### src/rtl/multi_run_ctrl.sv
// Run controller for the multi-cycle MIPS core: reset stretch, clock enable,
// cycle counting, free-run / single-step and stop on limit, halt or breakpoint.
module multi_run_ctrl #(
    parameter int CNT_W      = 32,
    parameter int PC_W       = 32,
    parameter int RST_CYCLES = 4,
    parameter int MAX_CYCLES = 64
) (
    input  logic             clk,
    input  logic             reset,
    input  logic             start,
    input  logic             mode,
    input  logic             step,
    input  logic             halt_req,
    input  logic [PC_W-1:0]  pc,
    input  logic [PC_W-1:0]  halt_pc,
    input  logic             halt_pc_en,
    output logic             cpu_rst,
    output logic             cpu_en,
    output logic             running,
    output logic             done,
    output logic [1:0]       done_cause,
    output logic [CNT_W-1:0] cycle_cnt
);

    localparam int HOLD_W = (RST_CYCLES > 1) ? $clog2(RST_CYCLES) : 1;
    localparam logic [HOLD_W-1:0] HOLD_LOAD = HOLD_W'(RST_CYCLES - 1);
    localparam logic [CNT_W-1:0]  LAST_CNT  = CNT_W'(MAX_CYCLES - 1);
    localparam bit LIMITED = (MAX_CYCLES != 0);

    localparam logic [1:0] CAUSE_NONE  = 2'b00;
    localparam logic [1:0] CAUSE_LIMIT = 2'b01;
    localparam logic [1:0] CAUSE_HALT  = 2'b10;
    localparam logic [1:0] CAUSE_BRK   = 2'b11;

    typedef enum logic [2:0] {
        IDLE,
        RST_HOLD,
        RUN,
        STEP_WAIT,
        STEP_EXEC,
        DONE
    } state_t;

    state_t             state, state_nxt;
    logic [HOLD_W-1:0]  hold, hold_nxt;
    logic [CNT_W-1:0]   cnt, cnt_nxt;
    logic [1:0]         cause, cause_nxt;
    logic               brk_hit;
    logic               limit_hit;

    assign cpu_rst    = (state == IDLE) || (state == RST_HOLD);
    assign cpu_en     = (state == RUN) || (state == STEP_EXEC);
    assign running    = (state == RST_HOLD) || (state == RUN) ||
                        (state == STEP_WAIT) || (state == STEP_EXEC);
    assign done       = (state == DONE);
    assign done_cause = cause;
    assign cycle_cnt  = cnt;

    assign brk_hit   = halt_pc_en && (pc == halt_pc);
    assign limit_hit = LIMITED && cpu_en && (cnt == LAST_CNT);

    always_comb begin
        state_nxt = state;
        hold_nxt  = hold;
        cnt_nxt   = cnt;
        cause_nxt = cause;

        // Saturation only matters for unlimited runs; limited runs stop first.
        if (cpu_en && (cnt != '1)) begin
            cnt_nxt = cnt + 1'b1;
        end

        unique case (state)
            IDLE, DONE: begin
                if (start) begin
                    state_nxt = RST_HOLD;
                    hold_nxt  = HOLD_LOAD;
                    cnt_nxt   = '0;
                    cause_nxt = CAUSE_NONE;
                end
            end
            RST_HOLD: begin
                if (hold == '0) begin
                    state_nxt = mode ? STEP_WAIT : RUN;
                end else begin
                    hold_nxt = hold - 1'b1;
                end
            end
            RUN, STEP_WAIT, STEP_EXEC: begin
                if (halt_req) begin
                    state_nxt = DONE;
                    cause_nxt = CAUSE_HALT;
                end else if (brk_hit) begin
                    state_nxt = DONE;
                    cause_nxt = CAUSE_BRK;
                end else if (limit_hit) begin
                    state_nxt = DONE;
                    cause_nxt = CAUSE_LIMIT;
                end else if (state == RUN) begin
                    if (mode) state_nxt = STEP_WAIT;
                end else if (state == STEP_WAIT) begin
                    if (!mode)     state_nxt = RUN;
                    else if (step) state_nxt = STEP_EXEC;
                end else begin
                    state_nxt = mode ? STEP_WAIT : RUN;
                end
            end
            default: state_nxt = IDLE;
        endcase
    end

    always_ff @(posedge clk or negedge reset) begin
        if (!reset) begin
            state <= IDLE;
            hold  <= '0;
            cnt   <= '0;
            cause <= CAUSE_NONE;
        end else begin
            state <= state_nxt;
            hold  <= hold_nxt;
            cnt   <= cnt_nxt;
            cause <= cause_nxt;
        end
    end

endmodule

### config.mk
export PLATFORM = sky130hd
export DESIGN_NAME = multi_run_ctrl
export DESIGN_NICKNAME = d
export VERILOG_FILES = /design/src/rtl/multi_run_ctrl.sv
export SDC_FILE = /design/constraint.sdc
export NUM_CORES = 1
export LEC_CHECK = 0
export CORE_ASPECT_RATIO = 1.5
export CORE_UTILIZATION = 53
export CTS_CLUSTER_SIZE = 24
export DETAILED_ROUTE_END_ITERATION = 8
export DONT_BUFFER_PORTS = 1
export GPL_ROUTABILITY_DRIVEN = 0
export PLACE_DENSITY = 0.77
export SLEW_MARGIN = 30
export SYNTH_ARGS = -nofsm -noshare
export SYNTH_HDL_FRONTEND = slang
export SYNTH_SLANG_ARGS = --single-unit
export TNS_END_PERCENT = 5
### constraint.sdc
create_clock -name clk -period 3.7 [get_ports clk]
set_clock_uncertainty 0.15 [all_clocks]
set_input_delay 0.74 -clock clk [delete_from_list [all_inputs] [get_ports clk]]
set_output_delay 0.74 -clock clk [all_outputs]
set_load 0.03 [all_outputs]
==> impl_metrics.ini, run 1 <==
[run_status]
status = complete, no violations

[floorplanning]
die-area_um2 = 5110
ios = 109
die_h_um = 87.0
initial_utilization_pct = 55.8
core_area_um2 = 4580
fp.dieW_um = 58.7
num_rows = 30

[drt]
first_pass_iters = 4
detail-route-antenna-nets = 0
wl_per_cell_um = 17.3
route.vias.total = 2122
wirelength_um = 6120
vias_per_cell = 6.01
drc = 0
drtIter0Drc = 76

[cts]
path_clk_slew_ns = 0.08
clockBufferDepth = 2
cts_tree = yes
cts_max_level = 2
cts-root-buf = clkbuf_8
clock-sinks = 39
postCtsSetupRepairBufs = 0
ctsResizeCount = 0
numCtsBuffers = 5
worstSkewPairLatency_ns = 0.30
cts_hold_buf = 1

[placed_design]
place_area_um2 = 2620
portBuffers = 0
dp_hpwl_um = 4580
dp_worst_setup_slack_ns = 0.908

[synthesis]
avgSynthCellArea_um2 = 8.96
synthDistinctLibCells = 44
ys.flop_type = dfrtp_1
synth_area_leaders = dfrtp_1 (38%), xnor2_1 (13%), xor2_1 (8.6%)
netlist_top_cells_count = nor2_1 (43), dfrtp_1 (39), xnor2_1 (38), xor2_1 (25), nand2_1 (19)
syn_inst = 285
yosysSeqAreaShare_pct = 38.2
syn-num-nets = 358
syn_area_um2 = 2550
yosysTopAreaCellShare_pct = 38.2
ys_warn_count = 0
synthArstFlopShare_pct = 100
yosysMostFrequentCell = nor2_1
ys_seq_elements = 39
yosys.area.top_type = dfrtp_1
synth_edf_count = 0

[timing]
setup-tns-final_ns = 0
min_period_over_period_pct = 78.6
final-setup-viol-count = 0
rsz0062_at_grt = false
max_freq_ghz = 0.344
slew_headroom_pct = 52.5
worstMarginPinSlew_ns = 0.708
timing.final.ws_setup_ns = 0.791
hold_violations = 0
min_period_ns = 2.91
slew_violations = 0

[global_routing]
first_global_vias = 2098
grt_max_degree = 40
grt_overflow_total = 0
antenna_found_initial = 0
grt_pass1_wl_um = 9480
grtUsageTotal_pct = 24.7

[power]
pwr_density_cell_nw_per_um2 = 438
leakage_nw = 1.13
total_power_mw = 1.20
vdd_drop_max_mv = 0.236

[setup_path]
path_class = reg2reg
arrival_ns = 3.00
end_kind = register
worstPathRequired_ns = 3.79
cp-start-kind = register
worst-path-max-fanout = 12

[finish]
areaGrowthSynthToFinish_pct = 7.39
finalNetCount = 361
fin_util_pct = 59.9
drive_gt1_share_pct = 6.57
final_area_um2 = 2740
n_antenna_cell = 0

[flow_run]
max-cap-violations = 0

[hold_path]
hold_path.class = in2async
cell usage in the layout (no fill, tap or decap), drive strengths merged, types with 2 or more instances in the layout:
cell     Yosys  routed
o21ai        6       6
a2111oi      2       2
and2         5       5
a31oi        2       2
nor3         8       8
and3         5       5
nor2        43      43
nand2       19      19
nor3b        4       4
dfrtp       39      39
nor4        10      10
ha           2       2
a21o         2       2
a21oi        9       9
buf          3       2
nand2b       3       3
xor2        25      25
inv          7       7
nand3       16      16
nand4       17      17
clkbuf       3       8
xnor2       38      38
and4         3       3
final timing paths:
kind	startpoint	end	slack [ns]	cells after the start
setup / recovery	state[2]$_DFFE_PN0P_	state[0]$_DFFE_PN0P_	0.79	8
hold / removal	reset	done_cause[1]$_DFFE_PN0P_	0.12	1
setup reg to reg	state[2]$_DFFE_PN0P_	state[0]$_DFFE_PN0P_	0.79	8
hold reg to reg	hold[0]$_DFFE_PN0P_	hold[0]$_DFFE_PN0P_	0.32	1
max in group asynchronous	reset	cycle_cnt[15]$_DFF_PN0_	3.07	1
min in group clk	hold[0]$_DFFE_PN0P_	hold[0]$_DFFE_PN0P_	0.32	1
sequential cells by signal, summed over array words and instances, names as in the netlist:
signal,cells
state,3
cycle_cnt,32
hold,2
done_cause,2
cells by family (layout without fill, tap and decap cells):
family | count (synthesis) | in the layout | share of synthesized area, %
multiplexers | 1 | 1 | 0.392
buffers and inverters | 13 | 17 | 1.96
XOR/XNOR | 63 | 63 | 21.6
adder cells (fa/ha/maj) | 2 | 2 | 0.979
flip-flops | 39 | 39 | 38.2
AND/OR/NAND/NOR | 136 | 136 | 27.9
AO/OA/AOI/OAI | 31 | 31 | 8.96
per-stage QoR:
stage / hold WS (ns) / instances
final: 0.123 / 353
after global routing: 0.138 / 353
after CTS: 0.135 / 353
after detailed placement: 0.295 / 344
after global placement: 0.295 / 344
after floorplan: 0.294 / 285
layer usage:
metal,GRT usage (%),vias up,wire (µm)
met1,23.9,1018,2220
met3,7.13,6,510
li1,-,1010,-
met2,49.1,88,3320
met5,0,-,0
met4,6.71,0,70
cell type report:
cell class / instances / area, µm²
Timing Repair Buffer: 2 / 27.5
Fill cell: 409 / 1840
Tap cell: 64 / 80.1
Clock buffer: 8 / 100
Sequential cell: 39 / 976
Multi-Input combinational cell: 233 / 1530
Inverter: 7 / 26.3
critical path, stage by stage (launching register included):
cell and delay, ns:
dfrtp_1 0.55, nand2b_1 0.32, a21o_1 0.24, inv_1 0.31, nand2_1 0.24, nor3_1 0.47, nor3b_2 0.16, a21boi_0 0.23
o211a_1 0.17
power by group:
group	switching (mW)	internal (mW)	total, mW
Clock	0.147	0.170	0.317
Combinational	0.190	0.127	0.317
Sequential	0.102	0.466	0.568
Total	0.439	0.763	1.20
Note: power is estimated with default switching activity, not from simulation.
==> run 2: changes to the inputs <==
--- a/config.mk
+++ b/config.mk
@@ -11,7 +11,7 @@
 export DETAILED_ROUTE_END_ITERATION = 8
 export DONT_BUFFER_PORTS = 1
 export GPL_ROUTABILITY_DRIVEN = 0
-export PLACE_DENSITY = 0.77
+export PLACE_DENSITY = 0.8
 export SLEW_MARGIN = 30
 export SYNTH_ARGS = -nofsm -noshare
 export SYNTH_HDL_FRONTEND = slang
==> constraint.sdc (replaced) <==
create_clock -name clk -period 2.5 [get_ports clk]
set_clock_uncertainty 0.15 [all_clocks]
set_input_delay 0.5 -clock clk [delete_from_list [all_inputs] [get_ports clk]]
set_output_delay 0.5 -clock clk [all_outputs]
set_load 0.03 [all_outputs]
==> run 2 against run 1 <==
Net effect:
- combinational power increased by 91%
- sequential cell count is the same
- design area increased by 11%
- first-iteration DRC count up 5.3%
- worst setup slack worse by 0.59 ns
- largest cell class unchanged
==> impl_metrics.ini, run 2 (same netlist as run 1, synthesis figures left out) <==
[global_routing]
grtUsageTotal_pct = 26.7
antenna_found_initial = 0
grt_max_degree = 40
grt_overflow_total = 0
grt_pass1_wl_um = 10300
first_global_vias = 2289

[drt]
drc = 0
detail-route-antenna-nets = 0
drtIter0Drc = 80
wirelength_um = 6480
route.vias.total = 2307
vias_per_cell = 5.89
wl_per_cell_um = 16.5
first_pass_iters = 4

[cts]
cts-root-buf = clkbuf_8
path_clk_slew_ns = 0.08
clockBufferDepth = 2
numCtsBuffers = 5
cts_tree = yes
cts_max_level = 2
clock-sinks = 39
worstSkewPairLatency_ns = 0.30

[timing]
hold_violations = 0
slew_headroom_pct = 61.4
min_period_ns = 2.30
rsz0062_at_grt = false
slew_violations = 0
max_freq_ghz = 0.434
worstMarginPinSlew_ns = 0.577
final-setup-viol-count = 0
min_period_over_period_pct = 92.1
setup-tns-final_ns = 0

[finish]
final_area_um2 = 3040
n_antenna_cell = 0
areaGrowthSynthToFinish_pct = 19.0
most-common-layout-cells = nor2_1 (43), buf_4 (40), dfrtp_1 (39)
finalNetCount = 401
largest_reg_flops = 32
drive_gt1_share_pct = 18.0
fin_util_pct = 66.4
final_common_cell = nor2_1
fin_cells = 392

[setup_path]
crit_chain = nand2b_1, a21o_1, inv_1, nand2_1, nor3_1, nor3b_2, a22oi_1, o21ai_0
worst-path-max-fanout = 6
cpMaxStageDelayCell = nor3_1
arrival_ns = 2.33
worstPathRequired_ns = 2.52
cpPeakStageDelay_ns = 0.43
path_class = reg2reg
cp-start-kind = register
end_kind = register

[floorplanning]
die-area_um2 = 5110
core_area_um2 = 4580
ios = 109
num_rows = 30
die_h_um = 87.0
fp.dieW_um = 58.7
initial_utilization_pct = 55.8

[flow_run]
max-cap-violations = 0

[power]
pwr_density_cell_nw_per_um2 = 590
leakage_nw = 1.34
total_power_mw = 1.79
vdd_drop_max_mv = 0.424

[placed_design]
place_area_um2 = 2900
dp_hpwl_um = 4910
numPlacedInstances = 381
portBuffers = 0

[run_status]
status = complete, no violations

[hold_path]
hold_path.class = in2reg
==> run 2: cell types whose count changed in the layout (fill, tap and decap cells not counted) <==
cell           change
dlygate4sd3_1      +1
clkinv_2           +1
clkbuf_8           -1
nor4_1             -1
nor4_2             +1
clkbuf_1           -1
buf_4             +39
==> run 2: per-layer routing <==
| metal | vias to the layer above | GRT usage (%) | routed length [µm] |
|---|---|---|---|
| li1 | 1083 | - | - |
| met3 | 12 | 6.54 | 572 |
| met4 | 0 | 11.7 | 171 |
| met2 | 115 | 49.3 | 3410 |
| met5 | - | 0 | 0 |
| met1 | 1097 | 27.9 | 2320 |
==> run 2: power by group <==
group | switching (mW) | total, mW | leakage [nW] | internal, mW
combinational | 0.368 | 0.606 | 0.760 | 0.238
sequential | 0.0733 | 0.764 | 0.531 | 0.691
clock | 0.208 | 0.424 | 0.0470 | 0.216
total | 0.649 | 1.79 | 1.34 | 1.15
==> run 2: worst paths after layout <==
kind	endpoint	slack, ns	start	cells past startpoint
setup / recovery	state[1]$_DFFE_PN0P_	0.20	state[2]$_DFFE_PN0P_	8
hold / removal	done_cause[1]$_DFFE_PN0P_	0.27	halt_req	2
setup reg to reg	state[1]$_DFFE_PN0P_	0.20	state[2]$_DFFE_PN0P_	8
hold reg to reg	hold[0]$_DFFE_PN0P_	0.32	hold[0]$_DFFE_PN0P_	1
max in group asynchronous	cycle_cnt[4]$_DFF_PN0_	1.45	reset	2
min in group asynchronous	cycle_cnt[31]$_DFF_PN0_	0.54	reset	2
==> run 2: area by class of cell <==
cell class	count	area [µm²]
Multi-Input combinational cell	233	1540
Timing Repair Buffer	42	330
Fill cell	386	1540
Sequential cell	39	976
Inverter	7	26.3
Tap cell	64	80.1
Clock inverter	1	5.00
Clock buffer	6	82.6
==> run 2: what timing repair did <==
item	CTS	global route
endpoints found under the hold margin	39	0
hold buffers	2	0
setup buffers	0	2
endpoints found under the setup margin	0	2
resized for setup	0	1
==> run 2: stage by stage <==
step           hold WS (ns)  worst slack [ns]
2_1_floorplan        0.0544             0.112
3_3_place_gp         0.0555             0.195
3_5_place_dp         0.0551             0.201
4_1_cts               0.275             0.168
5_1_grt               0.309            0.0465
6_report              0.272             0.198
==> run 2: critical path: cells and delay by family (launching register included) <==
kind | cells | cell delay [ns]
AO/OA/AOI/OAI | 3 | 0.54
AND/OR/NAND/NOR | 4 | 0.98
buffers and inverters | 1 | 0.10
flip-flops | 1 | 0.42
==> run 3: changes to the inputs <==
--- a/config.mk
+++ b/config.mk
@@ -12,6 +12,7 @@
 export DONT_BUFFER_PORTS = 1
 export GPL_ROUTABILITY_DRIVEN = 0
 export PLACE_DENSITY = 0.8
+export SETUP_SLACK_MARGIN = 0.1
 export SLEW_MARGIN = 30
 export SYNTH_ARGS = -nofsm -noshare
 export SYNTH_HDL_FRONTEND = slang
==> run 3 against run 2 <==
Net effect:
- die area did not move
- critical path depth unchanged
- via count hardly changed
- sequential power about the same
- sequential share of layout area fell by 0.13 points
- combinational power is essentially flat
- cell count unchanged
- clock power hardly changed
- maximum frequency is 1.1% lower
- worst hold slack lost 0.00066 ns
- critical path type unchanged
==> impl_metrics.ini, run 3 (same netlist as run 1, synthesis figures left out) <==
[setup_path]
timing.rr.start = state[2]$_DFFE_PN0P_
worstPathRequired_ns = 2.53
cpMaxStageDelayCell = nor3_1
cp-start-kind = register
ff2ff_setup_slack_ns = 0.17
worst-path-max-fanout = 6
arrival_ns = 2.35
crit_chain = nand2b_1, a21o_1, inv_1, nand2_1, nor3_1, nor3b_2, a22oi_1, o21ai_0
rr_endpoint = state[1]$_DFFE_PN0P_
cpPeakStageDelay_ns = 0.44
path_class = reg2reg
worst_r2r_path_depth = 8
end_kind = register

[timing]
slew_violations = 0
worstMarginPinSlew_ns = 0.577
hold_violations = 0
final-setup-viol-count = 0
max_freq_ghz = 0.430
min_period_over_period_pct = 93.1
setup-tns-final_ns = 0
timing.final.ws_setup_ns = 0.172
hold_slack_ns = 0.272
rsz0062_at_grt = true
slew_headroom_pct = 61.4
min_period_ns = 2.33

[finish]
areaGrowthSynthToFinish_pct = 19.5
final_common_cell = nor2_1
n_fill_cell = 384
n_antenna_cell = 0
drive_gt1_share_pct = 18.0
most-common-layout-cells = nor2_1 (43), buf_4 (40), dfrtp_1 (39)
regArea_um2 = 976
largest_reg_flops = 32
finalNetCount = 401
fin_cells = 392
multi_input_area_um2 = 1550

[floorplanning]
die-area_um2 = 5110
fp.dieW_um = 58.7
core_area_um2 = 4580
die_h_um = 87.0
num_rows = 30
initial_utilization_pct = 55.8
ios = 109

[placed_design]
numPlacedInstances = 381
dp_worst_setup_slack_ns = 0.201
portBuffers = 0
dp_hpwl_um = 4910

[cts]
clock-sinks = 39
cts_max_level = 2
numCtsBuffers = 5
worstSkewPairLatency_ns = 0.30
clockBufferDepth = 2
path_clk_slew_ns = 0.08
cts-root-buf = clkbuf_8
cts_tree = yes

[drt]
first_pass_iters = 4
wirelength_um = 6510
wl_per_cell_um = 16.6
route.vias.total = 2308
drtIter0Drc = 65
vias_per_cell = 5.89
drc = 0
detail-route-antenna-nets = 0

[global_routing]
grtUsageTotal_pct = 26.7
antenna_found_initial = 0
grt_pass1_wl_um = 10300
grt_max_degree = 40
first_global_vias = 2289
grt_overflow_total = 0

[power]
seq_power_share_pct = 42.6
leakage_nw = 1.34
pwr_density_cell_nw_per_um2 = 589
vdd_drop_max_mv = 0.424
comb_power_share_pct = 33.8
p_sw_mw = 0.653
total_power_mw = 1.80
clockPowerShare_pct = 23.6
swShare_pct = 36.3
p_int_mw = 1.15

[hold_path]
hold_path.class = in2reg
hold_end = done_cause[1]$_DFFE_PN0P_
min_from = halt_req
hold_depth = 2

[flow_run]
max-cap-violations = 0

[run_status]
status = complete, no violations
## run 3: cell counts in the layout (fill, tap and decap cells not counted)
No cell type changed its count.
## run 3: repair_timing
action	4_1_cts	5_1_grt
hold buffers	2	0
endpoints found under the setup margin	0	17
hold endpoints to repair	39	0
setup buffers	0	2
resized for setup	0	2
## run 3: worst max-delay path by stage
stage | endpoint | startpoint | slack [ns] | cells after the start
2_1_floorplan | cycle_cnt[3]$_DFF_PN0_ | cycle_cnt[13]$_DFF_PN0_ | 0.11 | 7
3_3_place_gp | state[0]$_DFFE_PN0P_ | halt_pc[5] | 0.20 | 7
3_5_place_dp | cycle_cnt[4]$_DFF_PN0_ | cycle_cnt[16]$_DFF_PN0_ | 0.20 | 7
4_1_cts | cycle_cnt[4]$_DFF_PN0_ | cycle_cnt[7]$_DFF_PN0_ | 0.17 | 7
5_1_grt | state[0]$_DFFE_PN0P_ | state[2]$_DFFE_PN0P_ | 0.06 | 8
6_report | state[1]$_DFFE_PN0P_ | state[2]$_DFFE_PN0P_ | 0.17 | 8
## run 3: cell type report
cell class | instances | area share (%)
Multi-Input combinational cell | 233 | 50.9
Sequential cell | 39 | 32.0
Timing Repair Buffer | 42 | 10.8
Clock buffer | 6 | 2.70
Tap cell | 64 | 2.62
Inverter | 7 | 0.861
Clock inverter | 1 | 0.164
## run 3: worst max-delay path: cells and delay by family, from the launching register on
kind,cells,cell delay (ns)
flops,1,0.42
buf+inv,1,0.09
compound gates,3,0.55
simple gates,4,1.00
## run 3: per-stage QoR
stage	utilization, %	instance area [µm²]
2_1_floorplan	-	2550
3_3_place_gp	63.4	2900
3_5_place_dp	63.4	2900
4_1_cts	65.9	3020
5_1_grt	66.7	3050
6_report	66.7	3050
## run 3: power by group through the flow
stage               Clock [mW]  Sequential [mW]  Combinational [mW]
floorplan                    0            0.800               0.413
global placement             0            0.774               0.574
detailed placement           0            0.777               0.585
CTS                      0.435            0.765               0.607
global route             0.462            0.775               0.671
finish                   0.425            0.766               0.608
## run 3: metal layers
metal	global-route usage [%]	wire length, µm
met5	0	0
met4	11.7	170
met3	6.54	562
met2	49.3	3450
met1	27.9	2320
